$ cat config.mk
export PLATFORM = sky130hd
export DESIGN_NAME = hdmi_mode_ctrl
export DESIGN_NICKNAME = d
export VERILOG_FILES = /design/src/rtl/hdmi_mode_ctrl.sv
export SDC_FILE = /design/constraint.sdc
export NUM_CORES = 1
export LEC_CHECK = 0
export ABC_AREA = 1
export CORE_MARGIN = 5
export CORE_UTILIZATION = 52
export DETAILED_ROUTE_END_ITERATION = 6
export PLACE_DENSITY = 0.91
export REMOVE_ABC_BUFFERS = 1
export SLEW_MARGIN = 20
export SYNTH_ARGS = -nofsm -noshare
export SYNTH_HDL_FRONTEND = slang
export SYNTH_SLANG_ARGS = --single-unit
$ cat constraint.sdc
create_clock -name clk_i -period 1.78 [get_ports clk_i]
set_input_delay 0.178 -clock clk_i [delete_from_list [all_inputs] [get_ports clk_i]]
set_output_delay 0.178 -clock clk_i [all_outputs]
set_load 0.03 [all_outputs]
$ cat src/rtl/hdmi_mode_ctrl.sv
// rtl/hdmi_mode_ctrl.sv - run/mode sequencer for the HDMI timing generator
module hdmi_mode_ctrl #(
  parameter int GUARD_CYCLES  = 16,
  parameter int DRAIN_TIMEOUT = 4950000,
  parameter int DEFAULT_MODE  = 2
) (
  input  logic        clk_i,
  input  logic        rst_i,
  input  logic        en_i,
  input  logic        mode_valid_i,
  input  logic [1:0]  mode_id_i,
  output logic        mode_ready_o,
  input  logic        frame_start_i,
  output logic        tg_en_o,
  output logic        tg_rst_o,
  output logic [11:0] h_active_o,
  output logic [11:0] h_sync_o,
  output logic [11:0] h_total_o,
  output logic [11:0] v_active_o,
  output logic [11:0] v_sync_o,
  output logic [11:0] v_total_o,
  output logic [1:0]  cur_mode_o,
  output logic        busy_o,
  output logic        timeout_o
);

  typedef enum logic [2:0] {
    S_IDLE  = 3'd0,
    S_LOAD  = 3'd1,
    S_RUN   = 3'd2,
    S_DRAIN = 3'd3,
    S_QUIET = 3'd4
  } state_t;

  typedef struct packed {
    logic [11:0] h_active;
    logic [11:0] h_sync;
    logic [11:0] h_total;
    logic [11:0] v_active;
    logic [11:0] v_sync;
    logic [11:0] v_total;
  } timing_t;

  localparam int WD_W = (DRAIN_TIMEOUT > 1) ? $clog2(DRAIN_TIMEOUT) : 1;
  localparam int GD_W = (GUARD_CYCLES > 1) ? $clog2(GUARD_CYCLES) : 1;
  localparam logic [WD_W-1:0] WD_LAST = WD_W'(DRAIN_TIMEOUT - 1);
  localparam logic [GD_W-1:0] GD_LAST = GD_W'(GUARD_CYCLES - 1);

  // Timing table for the four supported video modes
  function automatic timing_t mode_rom(input logic [1:0] m);
    timing_t t;
    case (m)
      2'd0:    t = '{12'd640,  12'd96, 12'd800,  12'd480,  12'd2, 12'd525};
      2'd1:    t = '{12'd1280, 12'd40, 12'd1650, 12'd720,  12'd5, 12'd750};
      2'd2:    t = '{12'd1920, 12'd44, 12'd2200, 12'd1080, 12'd5, 12'd1125};
      default: t = '{12'd720,  12'd62, 12'd858,  12'd480,  12'd6, 12'd525};
    endcase
    return t;
  endfunction

  state_t          state;
  state_t          next_state;
  timing_t         timing;
  logic [1:0]      cur_mode;
  logic            pend_valid;
  logic [1:0]      pend_mode;
  logic [WD_W-1:0] wd_cnt;
  logic [GD_W-1:0] gd_cnt;
  logic            ready;
  logic            timeout;
  logic            accept;
  logic            wd_fire;
  logic            guard_done;

  assign accept     = mode_valid_i & ready;
  assign wd_fire    = (state == S_DRAIN) && !frame_start_i && (wd_cnt == WD_LAST);
  assign guard_done = (state == S_QUIET) && (gd_cnt == GD_LAST);

  // State register
  always_ff @(posedge clk_i) begin
    if (rst_i) state <= S_IDLE;
    else       state <= next_state;
  end

  // Next-state logic
  always_comb begin
    next_state = state;
    case (state)
      S_IDLE:  if (en_i) next_state = S_LOAD;
      S_LOAD:  next_state = en_i ? S_RUN : S_IDLE;
      S_RUN:   if (accept || !en_i) next_state = S_DRAIN;
      S_DRAIN: if (frame_start_i || wd_fire) next_state = S_QUIET;
      S_QUIET: if (guard_done) next_state = (pend_valid || en_i) ? S_LOAD : S_IDLE;
      default: next_state = S_IDLE;
    endcase
  end

  // State-decoded outputs
  always_comb begin
    tg_en_o  = 1'b0;
    tg_rst_o = 1'b0;
    busy_o   = 1'b0;
    case (state)
      S_LOAD:  begin tg_rst_o = 1'b1; busy_o = 1'b1; end
      S_RUN:   tg_en_o = 1'b1;
      S_DRAIN: begin tg_en_o = 1'b1; busy_o = 1'b1; end
      S_QUIET: busy_o = 1'b1;
      default: ;
    endcase
  end

  // Counters, pending request, applied mode and sticky watchdog flag
  always_ff @(posedge clk_i) begin
    if (rst_i) begin
      ready      <= 1'b0;
      timeout    <= 1'b0;
      wd_cnt     <= '0;
      gd_cnt     <= '0;
      pend_valid <= 1'b0;
      pend_mode  <= '0;
      cur_mode   <= 2'(DEFAULT_MODE);
      timing     <= mode_rom(2'(DEFAULT_MODE));
    end else begin
      ready  <= (next_state == S_IDLE) || (next_state == S_RUN);
      wd_cnt <= (state == S_DRAIN) ? wd_cnt + WD_W'(1) : '0;
      gd_cnt <= (state == S_QUIET) ? gd_cnt + GD_W'(1) : '0;
      if (wd_fire) timeout <= 1'b1;
      // Idle requests go straight to the outputs; running ones wait for LOAD
      if (state == S_IDLE && accept) begin
        cur_mode <= mode_id_i;
        timing   <= mode_rom(mode_id_i);
      end
      if (state == S_RUN && accept) begin
        pend_valid <= 1'b1;
        pend_mode  <= mode_id_i;
      end
      if (state == S_LOAD) begin
        if (pend_valid) begin
          cur_mode <= pend_mode;
          timing   <= mode_rom(pend_mode);
        end
        pend_valid <= 1'b0;
      end
    end
  end

  assign mode_ready_o = ready;
  assign timeout_o    = timeout;
  assign cur_mode_o   = cur_mode;
  assign h_active_o   = timing.h_active;
  assign h_sync_o     = timing.h_sync;
  assign h_total_o    = timing.h_total;
  assign v_active_o   = timing.v_active;
  assign v_sync_o     = timing.v_sync;
  assign v_total_o    = timing.v_total;

endmodule

==> flow_summary.toml, run 1 <==
[run_status]
status = "finished, final reports clean"

[placement]
gp_congestion = 0.879
io_buffers = 85
pre_cts_ws_ps = -68.4
placed_area_um2 = 5580
hpwl_mm = 8.01

[cts]
cts_buffer_depth = 2
clkSinkCount = 109
cts-htree-levels = 3
path_clk_slew_ps = 100
tritoncts = "done"
clk_latency_ps = 360
root_buffer = "clkbuf_8"
cts_buffers = 9
cts_hold_buf = 0

[timing]
finalHoldViolations = 0
slew_violations = 0
fin_ws_ps = 101
worst_slew_pin_slew_ps = 425
post-route-period-util_pct = 94.3
setup_viol = 0
skew_ps = 10.1
slew_headroom_pct = 71.7
fin_tns_setup_ps = 0
fmax_ghz = 0.596
post-route-min-period_ps = 1680

[final_layout]
final_core_util_pct = 67.6
design_area_um2 = 5810
area_delta_synth_final_pct = 28.2
antenna_cells = 0
multiInputGateArea_um2 = 1780
drive_above_1_share_pct = 9.46
nNetsFinal = 726
fill_cells = 645
regArea_um2 = 2180

[floorplan]
die_x_um = 103
die-area_um2 = 10700
ios = 86
num_rows = 34
dieHeight_um = 103
core_um2 = 8590
start_util_pct = 52.7

[routing]
routed-via-count = 4017
dr.pass1.iters = 5
ant_nets = 0
wire_per_inst_um = 12.8
via_per_inst = 4.92
wl_mm = 10.4
drt-initial-drc-count = 213
drc = 0

[global_routing]
use_met2_pct = 36.0
met1_usage_pct = 23.2
grt_pass1_vias = 3955
grt-ovfl-total = 0
antenna_found_initial = 0
grt_pass1_wl_mm = 17.2
grt_busiest_layer = "met2"
grt_max_degree = 29
grt_util_met3_pct = 3.82
grt_usage_pct = 20.1

[yosys]
syn_area_per_cell_um2 = 7.52
async_reset_ff_share_pct = 0
synth.most_common_cell = "inv_1"
synth_top_area_share_pct = 48.2
ys.flop_type = "dfxtp_1"
netlist_top_cells_area = "dfxtp_1 48%, inv_1 11%, nand2_1 10%"
synth-edff-count = 0
syn_inst = 602
ys_ff_latch = 109
synth_area_leader_cell = "dfxtp_1"
synthTopCellsByCount = "127 x inv_1, 121 x nand2_1, 109 x dfxtp_1"
synth.cell_area_um2 = 4530
yosys.cell_types.count = 37
ys_warn_count = 0
yosysSeqAreaShare_pct = 48.2

[power]
powerDensity_nw_per_um2 = 804
peakVddDrop_mv = 0.557
leakagePower_nw = 2.63
finalPower_mw = 4.67

[critical_path]
critPathSlowestCell = "dfxtp_1"
criticalPathCategory = "reg -> out"
cp_top_family = "flip-flops"
cp-end-kind = "output port"
worstPathArrival_ps = 1500
max_stage_delay_ps = 340
crit_buf_inv = 2
cp_cell_sequence = "inv_1 -> nand2_1 -> nor2_2 -> o21bai_1 -> buf_4"
cp_data_required_time_ps = 1600
cp-start-kind = "register"
critPathMaxFanout = 4

[min_path]
hold_path.class = "reg -> reg"

[job]
maxCapViolCount = 0
## registers in the layout, summed over array words and instances, names as in the netlist, 2 cells and up
register	cells
wd_cnt	23
h_active_o	12
h_sync_o	12
h_total_o	12
v_active_o	12
v_sync_o	12
v_total_o	12
gd_cnt	4
state	3
cur_mode_o	2
pend_mode	2
## where the power goes
part | total (mW) | internal, mW | switching (mW) | leakage [nW]
Combinational | 0.592 | 0.229 | 0.363 | 1.64
Sequential | 2.55 | 2.50 | 0.0448 | 0.883
Clock | 1.53 | 0.702 | 0.823 | 0.109
## repair_timing
action / in CTS / in global routing
resized for setup: 3 / 8
endpoints found under the hold margin: 0 / 0
buffers inserted: 0 / 0
setup endpoints to repair: 4 / 21
## per-layer routing
layer | share of wire, % | vias up
li1 | - | 2023
met1 | 42 | 1837
met2 | 50 | 128
met3 | 5.2 | 29
met4 | 2.8 | 0
met5 | 0 | -
## worst paths after layout
| kind | start | end | slack, ps | depth (start not counted) |
|---|---|---|---|---|
| worst max register to register | state[1] | h_active_o[10] | 140 | 7 |
| worst max-delay path | state[1] | busy_o | 100 | 5 |
| worst min register to register | v_active_o[11] | v_active_o[11] | 430 | 2 |
| worst min-delay path | v_active_o[11] | v_active_o[11] | 430 | 2 |
## placed cells by master (no fill, tap or decap), types with 2 or more instances in the layout
| cell type | count |
|---|---|
| or2_2 | 7 |
| inv_2 | 6 |
| clkinv_2 | 2 |
| nor2_1 | 71 |
| a31oi_1 | 3 |
| dlygate4sd2_1 | 2 |
| or2_1 | 4 |
| nand3_4 | 2 |
| ha_1 | 16 |
| inv_1 | 126 |
| nand3_1 | 15 |
| o211ai_1 | 4 |
| o31ai_1 | 2 |
| nor2_4 | 5 |
| o21ai_0 | 39 |
| o21ai_1 | 6 |
| nand2_1 | 121 |
| buf_4 | 17 |
| xor2_1 | 3 |
| a21oi_1 | 26 |
| nand3_2 | 2 |
| dfxtp_1 | 108 |
| nand4_1 | 2 |
| nor3_1 | 5 |
| clkdlybuf4s50_1 | 82 |
| clkbuf_8 | 10 |
| nor2_2 | 3 |
## per-stage QoR
stage,hold slack (ps),instances
after floorplan,247,589
after global placement,414,800
after detailed placement,420,800
after CTS,434,816
after global routing,451,816
final,432,816
## worst reg2reg max path, cell delays in order, from the launching register on
cell and delay [ps]:
dfxtp_1 340, inv_1 140, nand2_1 150, inv_2 100
nand3_4 140, buf_4 210, o21ai_2 280, o21ai_0 160
## cells by family after synthesis
kind of cell / synth area share, %
AOI/OAI and AO/OA: 10.6
xor gates and xnor gates: 0.774
adders and majority gates: 4.42
buffers and inverters: 12.9
DFF: 48.2
and+or+nand+nor: 23.2
## cell type report
class / count / area share, %
clock buffer: 10 / 2.37
inverter: 133 / 8.64
tap: 108 / 2.33
sequential: 109 / 37.6
timing repair buffer: 103 / 17.2
clock inverter: 6 / 1.19
multi-input combinational: 347 / 30.6
Note: power is estimated with default switching activity, not from simulation.
==> inputs of run 2 (changes only) <==
--- a/config.mk
+++ b/config.mk
@@ -9,7 +9,7 @@
 export CORE_MARGIN = 5
 export CORE_UTILIZATION = 52
 export DETAILED_ROUTE_END_ITERATION = 6
-export PLACE_DENSITY = 0.91
+export PLACE_DENSITY = 0.79
 export REMOVE_ABC_BUFFERS = 1
 export SLEW_MARGIN = 20
 export SYNTH_ARGS = -nofsm -noshare
==> run 2 against run 1 <==
  * Die area unchanged
  * Wire length decreased by 6.7%
  * Final area about the same
  * Setup slack improved by 42 ps
  * Via count decreased by 4.5%
  * Clock skew increased by 2.5 ps
  * Worst hold slack got worse by 9.4 ps
  * Register-to-register slack improved by 60 ps
  * Clock power about the same
  * Critical path type unchanged
  * Largest cell class unchanged
==> flow_summary.toml, run 2 (synthesis gave the netlist of run 1 again) <==
[global_routing]
grt_max_degree = 35
antenna_found_initial = 0
grt_pass1_wl_mm = 16.2
grt-ovfl-total = 0
grt_usage_pct = 19.0
grt_pass1_vias = 3557

[critical_path]
critPathMaxFanout = 4
rrSetupSlack_ps = 200
criticalPathCategory = "reg -> out"
r2r_end = "wd_cnt[15]"
worst-r2r-cell-count = 8
worstPathArrival_ps = 1460
cp-end-kind = "output port"
cp_data_required_time_ps = 1600
r2r_start = "wd_cnt[5]"
cp-start-kind = "register"

[placement]
gp_congestion = 0.882
dp_cells = 800
pre_cts_ws_ps = 92.5
hpwl_mm = 7.48
io_buffers = 85

[floorplan]
dieHeight_um = 103
die_x_um = 103
die-area_um2 = 10700
start_util_pct = 52.7
num_rows = 34
core_um2 = 8590
ios = 86

[cts]
tritoncts = "done"
path_clk_slew_ps = 110
cts_hold_buf = 0
root_buffer = "clkbuf_8"
cts_buffer_depth = 2
clkSinkCount = 109
clk_latency_ps = 370
cts_buffers = 9
cts-htree-levels = 3

[final_layout]
drive_above_1_share_pct = 9.73
largest_register_ffs = 23
nNetsFinal = 727
fin_cells = 817
largest-register = "wd_cnt"
final_cell_mix = "127 x inv_1, 121 x nand2_1, 108 x dfxtp_1"
final_common_cell = "inv_1"
antenna_cells = 0
area_delta_synth_final_pct = 28.3

[timing]
slew_violations = 0
fin_ws_ps = 143
rsz0062_at_grt = "false"
post-route-period-util_pct = 91.9
setup_viol = 0
slew_headroom_pct = 70.4
finalHoldViolations = 0
worst_slew_pin_slew_ps = 444
post-route-min-period_ps = 1640
fin_hold_ws_ps = 423
skew_ps = 12.6
fmax_ghz = 0.611

[power]
leakagePower_nw = 2.63
peakVddDrop_mv = 0.583
powerDensity_nw_per_um2 = 796
finalPower_mw = 4.62

[routing]
via_per_inst = 4.70
wl_mm = 9.72
ant_nets = 0
dr.pass1.iters = 4
drc = 0
routed-via-count = 3838
wire_per_inst_um = 11.9
drt-initial-drc-count = 195

[min_path]
hold_path.class = "reg -> reg"
hold_start = "wd_cnt[0]"
hold_end = "wd_cnt[0]"
hold_depth = 1

[run_status]
status = "finished, final reports clean"

[job]
maxCapViolCount = 0
## run 2: changes by cell type in the layout (fill, tap and decap cells not counted), sizes merged
cell / delta
clkbuf: -1
bufinv: -1
buf: +1
inv: +2
## run 2: metrics by stage
step	area (um2)	setup TNS [ps]	util (%)
global placement	5580	0	64.9
CTS	5780	0	67.3
detailed placement	5580	0	64.9
finish	5810	0	67.6
floorplan	4450	-15.7	-
global route	5810	0	67.6
## run 2: worst max-delay path, cell delays in order, from the launching register on
cell	delay [ps]
dfxtp_1	340
inv_1	120
nand2_1	140
nor2_2	180
o21bai_1	140
buf_4	180
## run 2: cell type report
| class | instances | area (um2) |
|---|---|---|
| flip-flops and latches | 109 | 2180 |
| clock buffers | 9 | 124 |
| multi-input cells | 347 | 1780 |
| clock inverters | 7 | 83.8 |
| inverters | 133 | 502 |
| well taps | 108 | 135 |
| fillers | 712 | 2780 |
| repair buffers | 104 | 1000 |
## run 2: how the worst max path moves through the flow
stage                     to  slack, ps  depth (start not counted)         start
2_1_floorplan    h_sync_o[5]        -20                          7  mode_ready_o
3_3_place_gp    h_sync_o[10]        160                          9  mode_valid_i
3_5_place_dp   h_active_o[8]         90                          5  mode_id_i[1]
4_1_cts               busy_o         70                          5      state[1]
5_1_grt               busy_o         10                          5      state[1]
6_report              busy_o        140                          5      state[1]
## run 2: power breakdown
part	total, mW	switching [mW]	leakage (nW)	internal [mW]
combinational	0.578	0.353	1.64	0.226
clock	1.50	0.929	0.105	0.570
sequential	2.55	0.0401	0.883	2.51
total	4.62	1.32	2.63	3.30
## run 2: repair_timing
action,4_1_cts,5_1_grt
buffers inserted,0,1
endpoints found under the setup margin,2,6
resized for setup,2,6
pin swaps,0,1
## run 2: layer usage
layer	wire length, um	up-vias	share of wire [%]	global-route usage [%]
li1	-	2014	-	-
met1	4370	1714	45	24.9
met2	4720	99	49	31.8
met3	505	11	5.2	3.96
met4	125	0	1.3	5.78
met5	0	-	0	0
==> inputs of run 3 (changes only) <==
--- a/config.mk
+++ b/config.mk
@@ -11,6 +11,7 @@
 export DETAILED_ROUTE_END_ITERATION = 6
 export PLACE_DENSITY = 0.79
 export REMOVE_ABC_BUFFERS = 1
+export SETUP_SLACK_MARGIN = 0.5
 export SLEW_MARGIN = 20
 export SYNTH_ARGS = -nofsm -noshare
 export SYNTH_HDL_FRONTEND = slang
==> run 3 against run 2 <==
  * The run now ends with negative setup slack left
  * Final area is 20% higher
  * First-iteration DRC count up 93%
  * Global-route usage grew 5.3 points
  * Total power up 7.5%
  * Wire length increased by 67%
  * Sequential power barely moved
  * Utilization up 13 points
  * Critical path type is now reg -> reg
  * Critical endpoint is now timeout_o
==> flow_summary.toml, run 3 (synthesis gave the netlist of run 1 again) <==
[placement]
io_buffers = 85
hpwl_mm = 7.48
gp_congestion = 0.882
dp_cells = 800

[global_routing]
grt_usage_pct = 24.3
antenna_found_initial = 0
grt_max_degree = 23
grt-ovfl-total = 0
grt_pass1_vias = 4180
grt_pass1_wl_mm = 20.2

[final_layout]
final_core_util_pct = 81.0
largest-register = "wd_cnt"
drive_above_1_share_pct = 41.7
area_delta_synth_final_pct = 53.7
largest_register_ffs = 23
final_cell_mix = "110 x inv_1, 101 x nand2_1, 92 x dfxtp_1"
nNetsFinal = 776
fin_cells = 866
antenna_cells = 0
final_common_cell = "inv_1"

[routing]
wire_per_inst_um = 18.7
dr.pass1.iters = 5
via_per_inst = 5.46
route.met2.wl_mm = 8.11
dr_wl_met3_mm = 1.22
maxUsedRoutingLayer = "met4"
met1Wirelength_mm = 5.92
routed-via-count = 4731
drt-initial-drc-count = 377
wl_mm = 16.2
ant_nets = 0
drc = 0

[critical_path]
cp_data_required_time_ps = 2100
worst-r2r-cell-count = 9
rrSetupSlack_ps = -100
criticalPathCategory = "reg -> reg"
cp-start-kind = "register"
r2r_end = "timeout_o"
critPathMaxFanout = 4
r2r_start = "wd_cnt[12]"
worstPathArrival_ps = 2200
cp-end-kind = "register"

[floorplan]
dieHeight_um = 103
num_rows = 34
core_um2 = 8590
start_util_pct = 52.7
die-area_um2 = 10700
ios = 86
die_x_um = 103

[cts]
cts_buffers = 9
clk_latency_ps = 390
path_clk_slew_ps = 130
tritoncts = "done"
cts_buffer_depth = 2
root_buffer = "clkbuf_8"
clkSinkCount = 109
cts-htree-levels = 3

[min_path]
hold_depth = 3
hold_path.class = "in -> reg"
hold_start = "rst_i"
hold_end = "state[0]"

[timing]
setup_viol = 2
fin_hold_ws_ps = 402
slew_violations = 0
skew_ps = 22.6
fmax_ghz = 0.533
fin_tns_setup_ps = -149
slew_headroom_pct = 69.3
finalHoldViolations = 0
post-route-period-util_pct = 105
fin_ws_ps = -96.9
rsz0062_at_grt = "true"
worst_slew_pin_slew_ps = 460
post-route-min-period_ps = 1880

[power]
powerDensity_nw_per_um2 = 714
leakagePower_nw = 3.12
peakVddDrop_mv = 0.586

[run_status]
status = "finished with violations"
violations = "negative setup slack"

[job]
maxCapViolCount = 0
run 3: cell count changes in the layout (fill, tap and decap cells not counted), moves of 16 or more:
cell / previous run / this run
clkdlybuf4s50_1: 82 / 5
o21ai_0: 40 / 6
dfxtp_1: 108 / 92
clkbuf_2: 0 / 21
inv_1: 127 / 110
o21ai_1: 5 / 21
buf_4: 19 / 36
nand2_1: 121 / 101
buf_6: 0 / 16
nor2_1: 70 / 50
clkdlybuf4s15_2: 0 / 47
run 3: cell type report:
type                       count  area [um2]
multi-input combinational    349        2330
timing repair inverter         1        6.26
sequential                   109        2220
clock buffer                   9         124
fill                         434        1630
tap                          108         135
clock inverter                 7        83.8
timing repair buffer         150        1520
inverter                     133         552
run 3: where the power goes:
part / switching [mW] / internal (mW) / leakage [nW]
clock: 0.996 / 0.571 / 0.105
combinational: 0.502 / 0.349 / 2.13
sequential: 0.0503 / 2.50 / 0.893
total: 1.55 / 3.42 / 3.12
run 3: per-stage QoR:
step | power [mW] | instance area (um2) | setup slack [ps]
after global placement | 3.17 | 5580 | 159
final | 4.97 | 6960 | -96.9
after global routing | 5.12 | 6960 | -94.2
after detailed placement | 3.18 | 5580 | 92.5
after CTS | 4.81 | 6600 | 321
after floorplan | 2.93 | 4450 | -15.7
run 3: layer usage:
| metal | up-vias | GRT usage, % |
|---|---|---|
| met5 | - | 0 |
| met4 | 0 | 9.76 |
| li1 | 2131 | - |
| met2 | 291 | 43.4 |
| met1 | 2221 | 29.3 |
| met3 | 88 | 3.55 |
run 3: worst max path at each step:
stage	from	to	slack, ps	depth (start not counted)
2_1_floorplan	mode_ready_o	h_sync_o[5]	-20	7
3_3_place_gp	mode_valid_i	h_sync_o[10]	160	9
3_5_place_dp	mode_id_i[1]	h_active_o[8]	90	5
4_1_cts	wd_cnt[0]	wd_cnt[16]	320	10
5_1_grt	wd_cnt[12]	mode_ready_o	-90	9
6_report	wd_cnt[12]	timeout_o	-100	9
run 3: what timing repair did:
| item | in CTS | in global routing |
|---|---|---|
| pin swaps | 24 | 27 |
| hold buffers | 0 | 0 |
| cloned | 9 | 1 |
| resized for setup | 364 | 150 |
| endpoints found under the setup margin | 176 | 138 |
| setup buffers | 24 | 16 |
run 3: critical path, cell delays in order, from the launching register on:
cell and delay, ps:
dfxtp_1 370, inv_1 130, nand2_1 90, nor2_1 270, nand2_1 160, nor2_1 210, nand2_2 130, buf_4 160
buf_6 120, a21oi_4 170
